===== config.mk =====
export PLATFORM = sky130hd
export DESIGN_NAME = via_timer_irq_ctrl
export DESIGN_NICKNAME = d
export VERILOG_FILES = /design/src/rtl/via_pkg.sv /design/src/rtl/via_timer16.sv /design/src/rtl/via_timer_irq_ctrl.sv
export SDC_FILE = /design/constraint.sdc
export NUM_CORES = 1
export LEC_CHECK = 0
export ABC_AREA = 1
export CAP_MARGIN = 20
export CORE_ASPECT_RATIO = 1.4
export CORE_UTILIZATION = 55
export CTS_CLUSTER_DIAMETER = 60
export DETAILED_ROUTE_END_ITERATION = 12
export GPL_TIMING_DRIVEN = 1
export PLACE_DENSITY_LB_ADDON = 0.2
export SYNTH_ARGS = -nofsm -noshare
export SYNTH_HDL_FRONTEND = slang
export SYNTH_SLANG_ARGS = --single-unit

===== constraint.sdc =====
create_clock -name clk6x -period 2.4 [get_ports clk6x]
set_input_delay 0.36 -clock clk6x [delete_from_list [all_inputs] [get_ports clk6x]]
set_output_delay 0.36 -clock clk6x [all_outputs]
set_load 0.005 [all_outputs]

===== src/rtl/via_pkg.sv =====
// ---------------------------------------------------------------------------
// via_pkg : shared register map, bit indices and helpers for the VIA timers
// Revision: 1.0
// ---------------------------------------------------------------------------
`default_nettype none

package via_pkg;

   typedef logic [3:0] reg_off_t;

   localparam reg_off_t REG_T1CL = 4'h4;
   localparam reg_off_t REG_T1CH = 4'h5;
   localparam reg_off_t REG_T1LL = 4'h6;
   localparam reg_off_t REG_T1LH = 4'h7;
   localparam reg_off_t REG_T2CL = 4'h8;
   localparam reg_off_t REG_T2CH = 4'h9;
   localparam reg_off_t REG_ACR  = 4'hB;
   localparam reg_off_t REG_IFR  = 4'hD;
   localparam reg_off_t REG_IER  = 4'hE;

   localparam int IFR_T2  = 5;
   localparam int IFR_T1  = 6;
   localparam int IFR_ANY = 7;

   localparam int ACR_T2_PULSE   = 5;
   localparam int ACR_T1_FREERUN = 6;
   localparam int ACR_T1_PB7     = 7;

   function automatic logic irq_pending(input logic [6:0] ifr, input logic [6:0] ier);
      return |(ifr & ier);
   endfunction

endpackage : via_pkg

`default_nettype wire


===== src/rtl/via_timer16.sv =====
// ---------------------------------------------------------------------------
// via_timer16 : 16-bit VIA down-counter with load, arm and underflow pulse
// Revision: 1.0
// ---------------------------------------------------------------------------
`default_nettype none

module via_timer16 #(
   parameter bit FREERUN_CAPABLE = 1'b1
) (
   input  logic        clk,
   input  logic        rst_n,
   input  logic        load_i,
   input  logic [15:0] load_val_i,
   input  logic        tick_i,
   input  logic        freerun_i,
   input  logic [15:0] reload_val_i,
   output logic [15:0] cnt_o,
   output logic        uflow_o
);

   logic [15:0] cnt_q, cnt_d;
   logic        armed_q, armed_d;
   logic        w_freerun;

   generate
      if (FREERUN_CAPABLE) begin : g_freerun
         assign w_freerun = freerun_i;
      end else begin : g_oneshot
         logic w_unused;
         assign w_freerun = 1'b0;
         assign w_unused  = ^{freerun_i, reload_val_i};
      end
   endgenerate

   // A load in the same cycle as a tick wins: no decrement, no underflow.
   always_comb begin
      cnt_d   = cnt_q;
      armed_d = armed_q;
      uflow_o = 1'b0;
      if (load_i) begin
         cnt_d   = load_val_i;
         armed_d = 1'b1;
      end else if (tick_i) begin
         if (cnt_q != 16'd0) begin
            cnt_d = cnt_q - 16'd1;
         end else if (armed_q) begin
            uflow_o = 1'b1;
            if (w_freerun) begin
               cnt_d = reload_val_i;
            end else begin
               cnt_d   = 16'hFFFF;
               armed_d = 1'b0;
            end
         end else begin
            cnt_d = 16'hFFFF;
         end
      end
   end

   always_ff @(posedge clk or negedge rst_n) begin
      if (!rst_n) begin
         cnt_q   <= 16'hFFFF;
         armed_q <= 1'b0;
      end else begin
         cnt_q   <= cnt_d;
         armed_q <= armed_d;
      end
   end

   assign cnt_o = cnt_q;

endmodule : via_timer16

`default_nettype wire


===== src/rtl/via_timer_irq_ctrl.sv =====
// ---------------------------------------------------------------------------
// via_timer_irq_ctrl : VIA T1/T2 sequencing, ACR/IFR/IER and CPU IRQ
// Optional macro VIA_T2_PULSECOUNT_EN: T2 counts PB6 falling edges when ACR[5]=1
// Revision: 1.0
// ---------------------------------------------------------------------------
`default_nettype none

module via_timer_irq_ctrl
   import via_pkg::*;
#(
   parameter int PHI2_SYNC = 1
) (
   input  logic       clk6x,
   input  logic       resetn,
   input  logic [3:0] slv_addr_i,
   input  logic [7:0] slv_datawr_i,
   input  logic       slv_datawr_valid,
   input  logic       slv_req_i,
   input  logic       slv_rwn_i,
   output logic [7:0] slv_datard_o,
   input  logic       phi2,
   input  logic       pb6_i,
   output logic       pb7_o,
   output logic       pb7_en_o,
   output logic       irqn_o
);

   logic       w_phi2_s;
   logic       phi2_prev_q;
   logic       phi2_seen_q;
   logic       w_phi2_fall;
   logic       w_tick;
   logic       w_t2_tick;

   logic       rd_cond_q, wr_cond_q;
   logic       w_rd_cond, w_wr_cond, w_rd_stb, w_wr_stb;

   logic [7:0] t1_latch_lo_q, t1_latch_lo_d;
   logic [7:0] t1_latch_hi_q, t1_latch_hi_d;
   logic [7:0] t2_latch_lo_q, t2_latch_lo_d;
   logic [7:0] acr_q, acr_d;
   logic [6:0] ier_q, ier_d;
   logic       ifr_t1_q, ifr_t1_d;
   logic       ifr_t2_q, ifr_t2_d;
   logic       pb7_q, pb7_d;
   logic [7:0] datard_q;
   logic       irqn_q;

   logic       w_t1_load, w_t2_load;
   logic       w_t1_uflow, w_t2_uflow;
   logic [15:0] w_t1_cnt, w_t2_cnt;
   logic [6:0] w_ifr;
   logic [7:0] w_rd_data;

   generate
      if (PHI2_SYNC != 0) begin : g_phi2_sync
         logic [1:0] sync_q;
         always_ff @(posedge clk6x or negedge resetn) begin
            if (!resetn) sync_q <= 2'b00;
            else         sync_q <= {sync_q[0], phi2};
         end
         assign w_phi2_s = sync_q[1];
      end else begin : g_phi2_direct
         assign w_phi2_s = phi2;
      end
   endgenerate

   // The detector history resets low, so the first fall seen after reset only
   // primes phi2_seen_q and produces no tick.
   assign w_phi2_fall = phi2_prev_q & ~w_phi2_s;
   assign w_tick      = w_phi2_fall & phi2_seen_q;

   always_ff @(posedge clk6x or negedge resetn) begin
      if (!resetn) begin
         phi2_prev_q <= 1'b0;
         phi2_seen_q <= 1'b0;
      end else begin
         phi2_prev_q <= w_phi2_s;
         if (w_phi2_fall) phi2_seen_q <= 1'b1;
      end
   end

`ifdef VIA_T2_PULSECOUNT_EN
   logic [1:0] pb6_sync_q;
   logic       pb6_prev_q;
   logic       w_pb6_fall;

   always_ff @(posedge clk6x or negedge resetn) begin
      if (!resetn) begin
         pb6_sync_q <= 2'b00;
         pb6_prev_q <= 1'b0;
      end else begin
         pb6_sync_q <= {pb6_sync_q[0], pb6_i};
         pb6_prev_q <= pb6_sync_q[1];
      end
   end

   assign w_pb6_fall = pb6_prev_q & ~pb6_sync_q[1];
   assign w_t2_tick  = acr_q[ACR_T2_PULSE] ? w_pb6_fall : w_tick;
`else
   logic w_unused_pb6;
   assign w_unused_pb6 = pb6_i;
   assign w_t2_tick    = w_tick;
`endif

   // Accesses act once, on the first cycle of a request.
   assign w_rd_cond = slv_req_i & slv_rwn_i;
   assign w_wr_cond = slv_req_i & ~slv_rwn_i & slv_datawr_valid;
   assign w_rd_stb  = w_rd_cond & ~rd_cond_q;
   assign w_wr_stb  = w_wr_cond & ~wr_cond_q;

   assign w_t1_load = w_wr_stb & (slv_addr_i == REG_T1CH);
   assign w_t2_load = w_wr_stb & (slv_addr_i == REG_T2CH);

   via_timer16 #(
      .FREERUN_CAPABLE (1'b1)
   ) u_t1 (
      .clk          (clk6x),
      .rst_n        (resetn),
      .load_i       (w_t1_load),
      .load_val_i   ({slv_datawr_i, t1_latch_lo_q}),
      .tick_i       (w_tick),
      .freerun_i    (acr_q[ACR_T1_FREERUN]),
      .reload_val_i ({t1_latch_hi_q, t1_latch_lo_q}),
      .cnt_o        (w_t1_cnt),
      .uflow_o      (w_t1_uflow)
   );

   via_timer16 #(
      .FREERUN_CAPABLE (1'b0)
   ) u_t2 (
      .clk          (clk6x),
      .rst_n        (resetn),
      .load_i       (w_t2_load),
      .load_val_i   ({slv_datawr_i, t2_latch_lo_q}),
      .tick_i       (w_t2_tick),
      .freerun_i    (1'b0),
      .reload_val_i (16'h0000),
      .cnt_o        (w_t2_cnt),
      .uflow_o      (w_t2_uflow)
   );

   // Bus clears are applied first so a same-cycle underflow flag overrides them.
   always_comb begin
      t1_latch_lo_d = t1_latch_lo_q;
      t1_latch_hi_d = t1_latch_hi_q;
      t2_latch_lo_d = t2_latch_lo_q;
      acr_d         = acr_q;
      ier_d         = ier_q;
      ifr_t1_d      = ifr_t1_q;
      ifr_t2_d      = ifr_t2_q;
      pb7_d         = pb7_q;

      if (w_wr_stb) begin
         case (slv_addr_i)
            REG_T1CL, REG_T1LL: t1_latch_lo_d = slv_datawr_i;
            REG_T1CH: begin
               t1_latch_hi_d = slv_datawr_i;
               ifr_t1_d      = 1'b0;
               if (acr_q[ACR_T1_PB7]) pb7_d = 1'b0;
            end
            REG_T1LH: begin
               t1_latch_hi_d = slv_datawr_i;
               ifr_t1_d      = 1'b0;
            end
            REG_T2CL: t2_latch_lo_d = slv_datawr_i;
            REG_T2CH: ifr_t2_d = 1'b0;
            REG_ACR:  acr_d = slv_datawr_i;
            REG_IFR: begin
               if (slv_datawr_i[IFR_T1]) ifr_t1_d = 1'b0;
               if (slv_datawr_i[IFR_T2]) ifr_t2_d = 1'b0;
            end
            REG_IER: begin
               if (slv_datawr_i[7]) ier_d = ier_q | slv_datawr_i[6:0];
               else                 ier_d = ier_q & ~slv_datawr_i[6:0];
            end
            default: ;
         endcase
      end

      if (w_rd_stb) begin
         if (slv_addr_i == REG_T1CL) ifr_t1_d = 1'b0;
         if (slv_addr_i == REG_T2CL) ifr_t2_d = 1'b0;
      end

      if (w_t1_uflow) begin
         ifr_t1_d = 1'b1;
         pb7_d    = acr_q[ACR_T1_FREERUN] ? ~pb7_q : 1'b1;
      end
      if (w_t2_uflow) ifr_t2_d = 1'b1;
   end

   assign w_ifr = {ifr_t1_q, ifr_t2_q, 5'b00000};

   always_comb begin
      w_rd_data = 8'h00;
      case (slv_addr_i)
         REG_T1CL: w_rd_data = w_t1_cnt[7:0];
         REG_T1CH: w_rd_data = w_t1_cnt[15:8];
         REG_T1LL: w_rd_data = t1_latch_lo_q;
         REG_T1LH: w_rd_data = t1_latch_hi_q;
         REG_T2CL: w_rd_data = w_t2_cnt[7:0];
         REG_T2CH: w_rd_data = w_t2_cnt[15:8];
         REG_ACR:  w_rd_data = acr_q;
         REG_IFR: begin
            w_rd_data[6:0]   = w_ifr;
            w_rd_data[IFR_ANY] = irq_pending(w_ifr, ier_q);
         end
         REG_IER:  w_rd_data = {1'b1, ier_q};
         default:  w_rd_data = 8'h00;
      endcase
   end

   always_ff @(posedge clk6x or negedge resetn) begin
      if (!resetn) begin
         rd_cond_q     <= 1'b0;
         wr_cond_q     <= 1'b0;
         t1_latch_lo_q <= 8'hFF;
         t1_latch_hi_q <= 8'hFF;
         t2_latch_lo_q <= 8'hFF;
         acr_q         <= 8'h00;
         ier_q         <= 7'h00;
         ifr_t1_q      <= 1'b0;
         ifr_t2_q      <= 1'b0;
         pb7_q         <= 1'b1;
         datard_q      <= 8'h00;
         irqn_q        <= 1'b1;
      end else begin
         rd_cond_q     <= w_rd_cond;
         wr_cond_q     <= w_wr_cond;
         t1_latch_lo_q <= t1_latch_lo_d;
         t1_latch_hi_q <= t1_latch_hi_d;
         t2_latch_lo_q <= t2_latch_lo_d;
         acr_q         <= acr_d;
         ier_q         <= ier_d;
         ifr_t1_q      <= ifr_t1_d;
         ifr_t2_q      <= ifr_t2_d;
         pb7_q         <= pb7_d;
         if (w_rd_cond) datard_q <= w_rd_data;
         irqn_q        <= ~irq_pending(w_ifr, ier_q);
      end
   end

   assign slv_datard_o = datard_q;
   assign pb7_o        = pb7_q;
   assign pb7_en_o     = acr_q[ACR_T1_PB7];
   assign irqn_o       = irqn_q;

endmodule : via_timer_irq_ctrl

`default_nettype wire


==> results.txt <==
----------------------------------------------------
[Clock network]
  Clk pin slew, worst setup/hold paths ... roughly 0.070 ns
  Hold-fix buffers, CTS ... 1
  Number of levels the H-tree was split into ... 3
  Maximum buffer depth of the clock tree ... 2
  Total CTS buffers ... 9
  Number of gates resized after CTS ... 0
  Worst skew pair latency ... 0.35 ns
  Clock tree sinks ... between 90 and 100
  Post-CTS Repair Setup Buffers ... 0
  Clock root buffer ... clkbuf_16
  CTS tree ... yes

[Drt]
  Detailed-routing iteration count for the pre-antenna-repair pass ... 5
  Drc violations ... 0
  Wirelength, routed ... 16870 microns
  Vias ... 5345
  Final ANT Viol Nets ... 0
  Routed wire length per instance ... 17.72 microns
  Number of DRC violations after detailed-routing iteration 0 ... 393
  Vias per Instance ... 5.614

[Timing]
  Setup repair after global routing missed its margin ... false
  Accumulated negative setup slack ... 0 ns
  Final Hold Violating Endpoints ... 0
  Finish-stage setup viols ... 0
  Max Clock Freq ... 502.9 MHz
  Worst relative slew slack ... 65.03%
  Worst hold-check slack ... 0.3552 ns
  Slew @ Worst Pin ... 0.5245 ns
  Final min period ... 1.988 ns
  Post-route setup slack ... 0.4116 ns
  Clock skew ... 0.008637 ns
  Final worst-path cycle share ... between 80 and 90%
  Count of final max-slew check failures ... 0

[Synth]
  Number of storage elements in the synthesis netlist ... 91
  Most area-consuming cells after synthesis ... dfstp_2 (28%), nand2_1 (21%), dfrtp_1 (15%)
  Largest area contributor in the synthesized netlist ... dfstp_2
  Gate count of the mapped netlist ... approximately 790
  Synthesized area ... 5350 sq um
  Library cells used by synthesis ... 35
  Share of Yosys cell area claimed by the top area cell type ... 28.48%
  Warnings, synthesis ... 0
  Syn_area_per_cell ... 6.815 sq um
  Net count of the mapped netlist ... 808
  Share of the yosys chip area belonging to registers ... 43.92%

[Critical path]
  Reg2reg end ... u_t2.cnt_o[13]$_DFFE_PN1P_
  Origin of the critical flop-to-flop path ... u_t2.cnt_o[7]$_DFFE_PN1P_
  Arrival time at the worst endpoint ... between 2 and 2.5 ns
  Kind of cell adding the most delay to the critical path ... simple AND/OR/NAND/NOR gates
  Class of the most critical setup path ... reg2reg
  Crit. End Element ... flip-flop
  CP required ... 2.69 ns
  Nature of the critical path startpoint ... flip-flop
  Cell-by-cell trace of the critical path ... nor2_1 > nand2_1 > nor2_1 > nand3_1 > nand2_1 > inv_1 > nand2_1 > nand3_1 > nand2_1
  Crit path largest cell delay ... 0.40 ns
  Critical-path cell with the highest stage delay ... dfstp_2
  Critical path fanouts, max ... 6
  Buffers plus inverters on the worst setup path ... 1
  Most prevalent standard cell on the critical path ... nand2_1
  Minimum setup slack among reg-to-reg paths ... 0.41 ns
  R2R cell count ... 9

[Die]
  Placeable core region ... 9459 sq um
  Starting density of the core ... about 57%
  Die W ... 85.36 microns
  Row count ... 42
  Die ar. ... 10130 sq um
  Die H ... 118.7 microns
  # IOs ... 30

[Worst hold path]
  Instance count along the most critical hold path ... 0
  Min-delay worst type ... reg2reg
  Hold path start ... g_phi2_sync.sync_q[0]$_DFF_PN0_
  Worst hold path endpoint ... g_phi2_sync.sync_q[1]$_DFF_PN0_

[Global routing]
  GRT Total Usage ... 35.79%
  Total gr overflow ... 0
  Maximum number of pins on one net before global-route repair ... 38
  Wire length of the first global-routing pass ... 26840 microns
  Initial antenna violation count ... 0
  Number of global-route vias before repair ... 5218

[Power]
  Fraction of power spent switching nets ... about 38%
  VDD IR-drop max ... 524.7 uV
  Power spent charging and discharging nets ... 1951 uW
  Cell internal pwr ... 3239 uW
  Leakage power ... roughly 0.0030 uW
  Comb power frac ... 27.7%
  Share of power burned in the clock network ... 27.0%
  PD cells ... 835.4 nW/um^2
  Fraction of power consumed by sequential logic ... 45.3%

[Cells and area]
  Final Non-Filler Cells ... 952
  Area delta synth->final ... 16.14%
  Post-layout net count ... 860
  Fraction of layout cells with a size suffix above 1 ... 13.42%
  Antenna Cells ... 0

[Status]
  Status ... complete, no violations

[Place]
  Minimum setup slack after placement ... 0.1064 ns
  Number of cells in the design after placement ... 935
  HPWL after detailed placement ... around 13000 microns
  Gp weighted congestion ... 0.9863
  Number of buffers inserted by port buffering ... 28

[Run]
  Max-cap violations ... 0

----------------------------------------------------
## layout by cell type (no fill, tap or decap), types with 6 or more instances in the layout
master,instances
o21ai_0,85
clkdlybuf4s50_1,27
a21oi_1,15
dfrtp_1,33
nand3_1,50
nand2_1,305
dfstp_2,58
nand4_1,6
nor3_1,7
clkbuf_16,9
inv_1,75
buf_4,24
nor2_1,98
## logic make-up after synthesis
kind of cell,Yosys count,synth area share (%)
and+or+nand+nor,484,36.74
AOI/OAI and AO/OA,111,10.85
DFF,91,43.92
buffers and inverters,90,6.735
xor gates and xnor gates,5,0.8185
adders and majority gates,4,0.9355
## worst max path at each step
| stage | from | to | slack [ns] | depth (start not counted) |
|---|---|---|---|---|
| after detailed placement | slv_addr_i[3] | u_t1.cnt_o[2]$_DFFE_PN1P_ | 0.11 | 10 |
| after CTS | slv_addr_i[3] | u_t1.cnt_o[2]$_DFFE_PN1P_ | 0.47 | 10 |
| final | u_t2.cnt_o[7]$_DFFE_PN1P_ | u_t2.cnt_o[13]$_DFFE_PN1P_ | 0.41 | 9 |
| after global placement | slv_addr_i[3] | u_t1.cnt_o[2]$_DFFE_PN1P_ | 0.14 | 10 |
| after global routing | u_t2.cnt_o[7]$_DFFE_PN1P_ | u_t2.cnt_o[3]$_DFFE_PN1P_ | 0.28 | 9 |
| after floorplan | u_t1.cnt_o[0]$_DFFE_PN1P_ | u_t1.cnt_o[2]$_DFFE_PN1P_ | 0.88 | 9 |
## synthesized netlist by cell type, drive strengths merged
| cell | count |
|---|---|
| a21oi | 15 |
| and3 | 1 |
| buf | 6 |
| clkbuf | 7 |
| clkinv | 1 |
| dfrtp | 33 |
| dfstp | 58 |
| ha | 4 |
| inv | 76 |
| nand2 | 308 |
| nand3 | 50 |
| nand3b | 1 |
| nand4 | 6 |
| nor2 | 102 |
| nor3 | 8 |
| nor3b | 1 |
| o2111ai | 1 |
| o211ai | 1 |
| o21a | 1 |
| o21ai | 85 |
| o21bai | 2 |
| o22ai | 4 |
| o311ai | 1 |
| o31ai | 1 |
| or2 | 7 |
| xnor2 | 1 |
| xor2 | 4 |
## per-layer routing
layer	up-vias	GRT usage [%]	wire (microns)
met5	-	0	0
met4	0	25.31	1157
met3	68	4.609	721
li1	2597	-	-
met2	161	61.74	8511
met1	2519	40.35	6482
## layout make-up
cell class	instances	area (sq um)
clock buffer	9	225.2
clock inverter	7	71.32
fill	866	3246
inverter	77	289.0
multi-input combinational	604	2640
sequential	91	2350
tap	110	137.6
timing repair buffer	54	500.5
## state kept, by name, summed over array words and instances (netlist names), 2 cells and up, named ones only
| signal | count |
|---|---|
| u_t1.cnt_o | 16 |
| u_t2.cnt_o | 16 |
| acr_q | 8 |
| slv_datard_o | 8 |
| t1_latch_hi_q | 8 |
| t1_latch_lo_q | 8 |
| t2_latch_lo_q | 8 |
| g_phi2_sync.sync_q | 2 |
## power groups by stage
| stage | logic, uW | registers, uW | clock network [uW] |
|---|---|---|---|
| final | 1440 | 2350 | 1400 |
| after global routing | 1640 | 2390 | 1480 |
| after CTS | 1430 | 2340 | 1420 |
| after detailed placement | 1420 | 2370 | 0 |
| after global placement | 1390 | 2350 | 0 |
| after floorplan | 970 | 2230 | 0 |
## through the flow
step	total power, uW	area (sq um)	util, %
finish	5191	6213	65.69
global placement	3747	5907	62.45
global route	5511	6213	65.69
CTS	5194	6213	65.69
floorplan	3202	5350	-
detailed placement	3784	5907	62.45
## worst register-to-register path: stages (launching register included)
cell     delay, ns
dfstp_2       0.40
nor2_1        0.21
nand2_1       0.15
nor2_1        0.24
nand3_1       0.27
nand2_1       0.28
inv_1         0.14
nand2_1       0.09
nand3_1       0.08
nand2_1       0.07
(Power assumes the default switching activity.)
